`config.mk`:
```
export PLATFORM = sky130hd
export DESIGN_NAME = acq_sequencer
export DESIGN_NICKNAME = d
export VERILOG_FILES = /design/src/rtl/acq_sequencer_pkg.sv /design/src/rtl/acq_sequencer_strobe_counter.sv /design/src/rtl/acq_sequencer.sv
export SDC_FILE = /design/constraint.sdc
export NUM_CORES = 1
export LEC_CHECK = 0
export ABC_AREA = 0
export CELL_PAD_IN_SITES_DETAIL_PLACEMENT = 1
export CELL_PAD_IN_SITES_GLOBAL_PLACEMENT = 2
export CORE_UTILIZATION = 32
export CTS_BUF_LIST = sky130_fd_sc_hd__clkbuf_4 sky130_fd_sc_hd__clkbuf_8
export CTS_CLUSTER_SIZE = 28
export DETAILED_ROUTE_END_ITERATION = 6
export PLACE_DENSITY = 0.88
export SETUP_SLACK_MARGIN = 0.5
export SLEW_MARGIN = 20
export SYNTH_ARGS = -nofsm -noshare
export SYNTH_HDL_FRONTEND = slang
export SYNTH_SLANG_ARGS = --single-unit
```
`constraint.sdc`:
```
create_clock -name clk -period 2.2 [get_ports clk]
set_input_delay 0.22 -clock clk [delete_from_list [all_inputs] [get_ports clk]]
set_output_delay 0.22 -clock clk [all_outputs]
set_load 0.05 [all_outputs]
```
`src/rtl/acq_sequencer_pkg.sv`:
```
// Shared types and constants for the acquisition sequencer: state encoding,
// trigger mode codes and the default frame geometry.
package acq_sequencer_pkg;

    localparam int SCREEN_W = 640;
    localparam int ADDR_W   = 10;

    typedef enum logic [2:0] {
        ST_IDLE    = 3'd0,
        ST_ARMED   = 3'd1,
        ST_CAPTURE = 3'd2,
        ST_READY   = 3'd3,
        ST_HOLDOFF = 3'd4
    } acq_state_e;

    localparam logic [1:0] MODE_NORMAL = 2'b00;
    localparam logic [1:0] MODE_AUTO   = 2'b01;
    localparam logic [1:0] MODE_SINGLE = 2'b10;
    localparam logic [1:0] MODE_STOP   = 2'b11;

    // Bits needed to hold 0..n-1, never less than one.
    function automatic int cnt_width(input int n);
        return (n <= 2) ? 1 : $clog2(n);
    endfunction

endpackage

```
`src/rtl/acq_sequencer_strobe_counter.sv`:
```
// Sample-strobe counter: advances only on enabled strobes, saturates at its
// terminal value and flags when that value has been reached.
module strobe_counter #(
    parameter int WIDTH    = 10,
    parameter int TERMINAL = 639
) (
    input  logic             clk,
    input  logic             rst_n,
    input  logic             clr_i,
    input  logic             en_i,
    input  logic             stb_i,
    output logic [WIDTH-1:0] count_o,
    output logic             tc_o
);

    localparam logic [WIDTH-1:0] TC = WIDTH'(TERMINAL);

    logic [WIDTH-1:0] count_q, count_d;

    always_comb begin
        count_d = count_q;
        if (clr_i)
            count_d = '0;
        else if (en_i && stb_i && (count_q != TC))
            count_d = count_q + 1'b1;
    end

    always_ff @(posedge clk) begin
        if (!rst_n)
            count_q <= '0;
        else
            count_q <= count_d;
    end

    assign count_o = count_q;
    assign tc_o    = (count_q == TC);

endmodule

```
`src/rtl/acq_sequencer.sv`:
```
// Oscilloscope acquisition sequencer: arms on mode/arm, captures one frame of
// SCREEN_W samples after a trigger or auto timeout, hands it to the display.
module acq_sequencer #(
    parameter int SCREEN_W     = acq_sequencer_pkg::SCREEN_W,
    parameter int AUTO_TIMEOUT = 640,
    parameter int HOLDOFF      = 16
) (
    input  logic                              clk,
    input  logic                              rst_n,
    input  logic                              sample_en,
    input  logic [1:0]                        mode,
    input  logic                              trig_in,
    input  logic                              arm,
    input  logic                              frame_ack,
    output logic                              wr_en,
    output logic [acq_sequencer_pkg::ADDR_W-1:0] wr_addr,
    output logic                              frame_ready,
    output logic                              auto_fired,
    output logic [2:0]                        state_o
);

    import acq_sequencer_pkg::*;

    localparam int TO_W = cnt_width(AUTO_TIMEOUT);
    localparam int HO_W = cnt_width(HOLDOFF);
    localparam logic [ADDR_W-1:0] LAST_COL = ADDR_W'(SCREEN_W - 1);

    acq_state_e        state_q;
    logic [1:0]        mode_q;
    logic              wr_en_q;
    logic [ADDR_W-1:0] wr_addr_q;
    logic              frame_ready_q;
    logic              auto_q;

    logic [ADDR_W-1:0] col_cnt;
    logic [TO_W-1:0]   to_cnt;
    logic [HO_W-1:0]   ho_cnt;
    logic              col_tc, to_tc, ho_tc;

    logic stop, trig_hit, to_hit, start, last_done;
    logic col_clr, col_en, to_clr, to_en, ho_clr;

    assign stop      = (mode == MODE_STOP);
    assign trig_hit  = (state_q == ST_ARMED) && !stop && sample_en && trig_in;
    assign to_hit    = (state_q == ST_ARMED) && !stop && sample_en &&
                       (mode_q == MODE_AUTO) && to_tc;
    assign start     = trig_hit || to_hit;
    // The final column was written last cycle; the frame is complete.
    assign last_done = wr_en_q && (wr_addr_q == LAST_COL);

    assign col_clr = (state_q != ST_CAPTURE) && !start;
    assign col_en  = start || ((state_q == ST_CAPTURE) && !last_done);
    assign to_clr  = (state_q != ST_ARMED) || start;
    assign to_en   = (state_q == ST_ARMED) && (mode_q == MODE_AUTO);
    assign ho_clr  = (state_q != ST_HOLDOFF);

    // Column counter holds the next address; the capture-starting strobe
    // takes column 0 so it leaves the counter at 1.
    strobe_counter #(
        .WIDTH    (ADDR_W),
        .TERMINAL (SCREEN_W - 1)
    ) u_col_cnt (
        .clk     (clk),
        .rst_n   (rst_n),
        .clr_i   (col_clr),
        .en_i    (col_en),
        .stb_i   (sample_en),
        .count_o (col_cnt),
        .tc_o    (col_tc)
    );

    strobe_counter #(
        .WIDTH    (TO_W),
        .TERMINAL (AUTO_TIMEOUT - 1)
    ) u_to_cnt (
        .clk     (clk),
        .rst_n   (rst_n),
        .clr_i   (to_clr),
        .en_i    (to_en),
        .stb_i   (sample_en),
        .count_o (to_cnt),
        .tc_o    (to_tc)
    );

    strobe_counter #(
        .WIDTH    (HO_W),
        .TERMINAL (HOLDOFF - 1)
    ) u_ho_cnt (
        .clk     (clk),
        .rst_n   (rst_n),
        .clr_i   (ho_clr),
        .en_i    (1'b1),
        .stb_i   (sample_en),
        .count_o (ho_cnt),
        .tc_o    (ho_tc)
    );

    logic unused_cnt;
    assign unused_cnt = ^{to_cnt, ho_cnt, col_tc};

    always_ff @(posedge clk) begin
        if (!rst_n) begin
            state_q       <= ST_IDLE;
            mode_q        <= MODE_NORMAL;
            wr_en_q       <= 1'b0;
            wr_addr_q     <= '0;
            frame_ready_q <= 1'b0;
            auto_q        <= 1'b0;
        end else begin
            wr_en_q <= 1'b0;
            case (state_q)
                ST_IDLE: begin
                    // Mode is sampled here and held for the whole acquisition.
                    if ((mode == MODE_NORMAL) || (mode == MODE_AUTO) ||
                        ((mode == MODE_SINGLE) && arm)) begin
                        state_q <= ST_ARMED;
                        mode_q  <= mode;
                    end
                end
                ST_ARMED: begin
                    if (stop) begin
                        state_q <= ST_IDLE;
                    end else if (start) begin
                        state_q   <= ST_CAPTURE;
                        wr_en_q   <= 1'b1;
                        wr_addr_q <= '0;
                        auto_q    <= !trig_hit;
                    end
                end
                ST_CAPTURE: begin
                    if (stop) begin
                        state_q <= ST_IDLE;
                    end else if (last_done) begin
                        state_q       <= ST_READY;
                        frame_ready_q <= 1'b1;
                    end else if (sample_en) begin
                        wr_en_q   <= 1'b1;
                        wr_addr_q <= col_cnt;
                    end
                end
                ST_READY: begin
                    if (frame_ack) begin
                        state_q       <= ST_HOLDOFF;
                        frame_ready_q <= 1'b0;
                    end
                end
                ST_HOLDOFF: begin
                    if (stop || (sample_en && ho_tc))
                        state_q <= ST_IDLE;
                end
                default: state_q <= ST_IDLE;
            endcase
        end
    end

    assign wr_en       = wr_en_q;
    assign wr_addr     = wr_addr_q;
    assign frame_ready = frame_ready_q;
    assign auto_fired  = auto_q;
    assign state_o     = state_q;

endmodule
```
Word-level counts from Yosys, hierarchy flattened
Cells that the tools add are included.

word-level totals
  register bits after elaboration = 42
  bits in latches = 0
  memory bits (writable) = 0
  memory bits (read-only) = 0
  input port bits = 8
  output and inout port bits = 16
  word-level logic and storage cells = 104
  memories = 0

cells by class
  $add $sub $neg = 3
  $mul = 0
  divide/modulo/power cells = 0
  order comparisons = 0
  equal/unequal tests = 28
  shift operators = 0
  mux-type cells = 24
  bitwise gates (word level) = 2
  reductions and logical operators = 38

operators by type and width
  kind                   count
  $mux 10                5
  $mux 3                 7
  $add 10x1->10 const B  2
  $eq 10x10->1 const B   2
  $ne 10x10->1 const B   2
  $pmux 10 s2            1
  $ne 2x2->1 const B     9
  $logic_and 1x1->1      16
  $pmux 3 s5             1
  $ne 3x3->1 const B     3
  $mux 1                 8
  $eq 3x2->1 const B     2
  $logic_or 1x1->1       6
  $reduce_and 6->1       1
  $reduce_or 2->1        3
  $reduce_and 5->1       1
  $add 4x1->4 const B    1
  $eq 2x1->1 const B     2
  $eq 2x2->1 const B     2
  $eq 4x4->1 const B     1
  $logic_not 1->1        4
  $ne 4x4->1 const B     1
  $pmux 1 s2             2
  $reduce_and 4->1       1
  10 further kinds       12

Longest topological paths before layout
  word-level depth = 10
  gate-level depth with buffers = 7
  gate-level depth less buffers = 6

Hierarchy
From an unflattened synthesis, not the netlist that was laid out.

second synthesis, totals
  cell total of the unflattened synthesis = 254
  area, all modules = 2,233.4 sq um

modules (own cells, without submodules)
  module                           instances  cells an instance  area each (sq um)  sequential area each (sq um)
  strobe_counter at u_col_cnt ...  2          60                 529.3              200.2
  acq_sequencer                    1          112                974.7              360.3
  strobe_counter at u_ho_cnt       1          22                 200.2              80.1

Worst setup path after synthesis
Ideal clock, no wire load.

  path type = reg-to-reg
  from = register state_q[1] (netlist: state_o[1])
  to = register u_col_cnt.count_q[6] (netlist: u_col_cnt.count_o[6])
  setup time = 86 ps
  data arrival time = 2,362 ps
  data required time = 2,114 ps
  path slack = -247 ps
  stages on the path, launching flop included = 7
  path buffers = 1
  period minus slack after synthesis = 2,447 ps
  path through = dfxtp_1 -> buf_6 -> or4b_4 -> or4_4 -> a21boi_4 -> o2111ai_1 -> a211oi_1

between the ends
  longest elaborated chain between the ends = 9
  elaborated cells between the ends (all ways) = 16
  classes of those cells = eq/ne (3); reduce/logical (13)

ends and longest elaborated chain
  what                                                                          RTL line                                                 text
  start, declared                                                               acq_sequencer.sv:28                                      acq_state_e state_q;
  start signal, assigned                                                        acq_sequencer.sv:103                                     state_q <= ST_IDLE;
  start signal, assigned                                                        acq_sequencer.sv:116                                     state_q <= ST_ARMED;
  start signal, assigned                                                        acq_sequencer.sv:122                                     state_q <= ST_IDLE;
  $eq 3x1->1                                                                    acq_sequencer.sv:44, acq_sequencer.sv:45
  $logic_and 1x1->1 (2 in a row)                                                acq_sequencer.sv:44, acq_sequencer.sv:45
  $logic_and 1x1->1                                                             acq_sequencer.sv:45                                      assign to_hit = (state_q == ST_ARMED) && !stop && sample_en &&
  $logic_and 1x1->1                                                             acq_sequencer.sv:46                                      (mode_q == MODE_AUTO) && to_tc;
  $logic_or 1x1->1                                                              acq_sequencer.sv:47                                      assign start = trig_hit || to_hit;
  $logic_not 1->1 / $logic_or 1x1->1 (equally long branches)                    acq_sequencer.sv:51, acq_sequencer.sv:52
  $logic_and 1x1->1, on equally long branches                                   acq_sequencer.sv:51, acq_sequencer_strobe_counter.sv:24
  $reduce_or 2->1 (no source line) / $logic_and 1x1->1 (equally long branches)  n/a
  end signal, assigned                                                          acq_sequencer_strobe_counter.sv:32                       count_q <= count_d;
  end, declared                                                                 acq_sequencer_strobe_counter.sv:18                       logic [WIDTH-1:0] count_q, count_d;

Parallel ways exist; a longest one is shown, timed or not.
A chain may end at the register's enable or synchronous reset.

Worst setup path after layout
  from = register state_q[2] (netlist: state_o[2])
  to = register u_col_cnt.count_q[5] (netlist: u_col_cnt.count_o[5])

The elaborated chain is that of the path after synthesis.

==> reports/results.tsv <==
metric	value	unit
routed_wl	8200	um
fin_cells	428	
clkTransAtPathRegs	0.09	ns
ys_dominant_reg_cell	dfxtp_1	
cts_root_buffer	clkbuf_8	
worstPathMaxFanout	7	
drv_slew	0	
dp_slack	-0.0818	ns
drc	0	
worstSkewPairLatency	0.31	ns
grt_first_pass_wirelength	12900	um
syn_avg_cell_area	8.58	sq um
synth-seq-area-share	0.364	
initial_core_util	0.336	
async_flop_share	0	
wire_per_inst	19.2	um
clock_sinks	42	
rsz0062_at_grt	true	
cap_violations	0	
synth_edf_count	0	
syn_inst	269	
cp-start-kind	flop	
fill_cells	797	
fmaxAchievable	465	MHz
dp.cells	397	
viasPerCell	5.55	
die_x	86.9	um
grt_pass1_vias	2504	
worstSetupPathType	reg2reg	
peakVddDrop	0.386	mV
crit_required	2.43	ns
dr.first_iter.drc_count	113	
ys_types	49	
cts_htree_levels	2	
synth_nets	280	
synth_top_area_share	0.364	
hold_buffers	0	
multi_input_area	1590	sq um
grt_max_degree	28	
crit_path_cell_trace	or4b_4 -> or4_4 -> a21boi_4 -> buf_6 -> o211ai_1 -> mux2i_1	
num_vias	2374	
dp_hpwl	4700	um
nets	342	
cts.path.max_buffers	2	
layout.area.seq	855	sq um
ys_seq_elements	42	
timing.final.ws_setup	0.0491	ns
netlist_area	2310	sq um
critPathArrivalTime	2.38	ns
cts_tree	built	
synth_area_leaders	dfxtp_1, o211ai_1, nand3_1	
power_density	628	nW/um^2
setup_viol	0	
finalCriticalPeriod	2.15	ns
slew_headroom	0.611	
diodes	0	
ioPinCount	24	
fin_skew	0.0124	ns
p_leak	1.16	nW
port_buffers	23	
die_y	86.9	um
crit_path_top_delay_cell	or4b_4	
ant_nets	0	
hold_path_class	reg2reg	
status	finished, final reports clean	
dr.pass1.iters	4	
period_share	0.978	
endpoint_kind	flop	
cts_made_buffers	5	
place_congestion	0.786	
rows	30	
yosysWarnings	0	
worst_slew_pin_slew	0.574	ns
synth_top_area_cell	dfxtp_1	
die_area	7560	sq um
antenna_found_initial	0	
drive_above_1_share	0.283	
hold_viol_final	0	
cpPeakStageDelay	0.55	ns
grt_overflow	0	
area_growth	44.6	%
core	6870	sq um
grt_usage	0.225	
[worst max-delay path, delay by kind of cell, from the launching register on]
kind | cells | cell delay [ns]
simple gates | 2 | 1.02
compound gates | 2 | 0.37
mux | 1 | 0.17
buf+inv | 1 | 0.16
flops | 1 | 0.36
[state kept, by name (all words and copies together), names as in the netlist]
| name | count |
|---|---|
| wr_en | 1 |
| u_ho_cnt.count_o | 4 |
| frame_ready | 1 |
| u_col_cnt.count_o | 10 |
| mode_q | 2 |
| state_o | 3 |
| wr_addr | 10 |
| auto_fired | 1 |
| u_to_cnt.count_o | 10 |
[layer usage]
layer  track usage  up-vias  wire length [um]
li1              -     1124                 -
met1         0.271     1171              3500
met2         0.383       56              4200
met3        0.0341       23               188
met4         0.127        0               308
met5             0        -                 0
[stage by stage]
step	power (mW)	hold WS [ns]	cell area (sq um)	util	TNS [ns]
finish	2.10	0.483	3340	0.486	0
global route	2.17	0.508	3340	0.486	-0.0642
CTS	2.05	0.483	3230	0.470	0
detailed placement	1.29	0.470	2770	0.403	-0.0923
global placement	1.28	0.467	2770	0.403	-0.0841
floorplan	1.13	0.385	2330	-	-1.19
[timing repair]
item,4_1_cts,5_1_grt
cloned,2,0
gates resized for setup,58,24
endpoints found under the setup margin,50,36
pin swaps,22,19
buffers inserted,17,4
endpoints found under the hold margin,0,0
[cell usage after synthesis (3+ instances only)]
cell / instances
dfxtp_1: 42
nand3_1: 25
nor2_1: 17
o211ai_1: 17
nand2_1: 15
inv_1: 12
a21boi_1: 10
nand2b_1: 10
o21ai_0: 10
xnor2_1: 10
nor3_1: 9
clkbuf_1: 8
mux2i_1: 8
a21oi_1: 6
a211oi_1: 5
a31oi_1: 5
nand4_1: 5
nor4_1: 5
nand4b_1: 4
buf_2: 3
ha_1: 3
nor2b_1: 3
nor3b_1: 3
[area by class of cell]
| type | instances | area share |
|---|---|---|
| multi-input combinational | 203 | 0.475 |
| sequential | 42 | 0.256 |
| timing repair buffer | 67 | 0.185 |
| tap | 96 | 0.0360 |
| clock buffer | 6 | 0.0229 |
| inverter | 12 | 0.0135 |
| clock inverter | 2 | 0.0112 |
[cell usage in the layout (no fill, tap or decap), types with 3 or more instances in the layout]
master / count
dfxtp_2: 5
inv_1: 12
nand3_1: 24
clkdlybuf4s50_1: 8
a211oi_1: 4
nor2_1: 16
nor3_4: 4
nor3_1: 5
xnor2_1: 9
dlygate4sd2_1: 14
nand4_1: 5
a31oi_1: 4
nand2b_1: 10
dfxtp_1: 35
clkbuf_8: 5
buf_6: 15
nor4_4: 5
buf_4: 28
a21oi_1: 5
o211ai_1: 17
a21boi_1: 11
nand2_1: 14
mux2i_1: 8
o21ai_0: 5
nand4b_1: 4
nor2b_1: 3
o21ai_1: 3
[power breakdown]
group	internal (mW)	switching (mW)	total, mW
registers	0.780	0.0154	0.795
logic	0.268	0.380	0.648
clock network	0.352	0.301	0.652
[path summary, 6_finish.rpt]
kind	startpoint	to	slack, ns	cells after the start
hold reg to reg	u_ho_cnt.count_o[1]	u_ho_cnt.count_o[1]	0.48	2
hold / removal	u_ho_cnt.count_o[1]	u_ho_cnt.count_o[1]	0.48	2
setup / recovery	state_o[2]	u_col_cnt.count_o[5]	0.05	6
setup reg to reg	state_o[2]	u_col_cnt.count_o[5]	0.05	6
[cell families (layout without fill, tap and decap cells)]
kind of cell,after synthesis,in the layout,share of synthesized area
buf+inv,25,87,0.0488
xor+xnor,12,12,0.0455
mux,8,8,0.0347
fa+ha+maj,3,3,0.0163
flops,42,42,0.364
simple gates,112,113,0.279
compound gates,67,67,0.211
(Power assumes the default switching activity.)
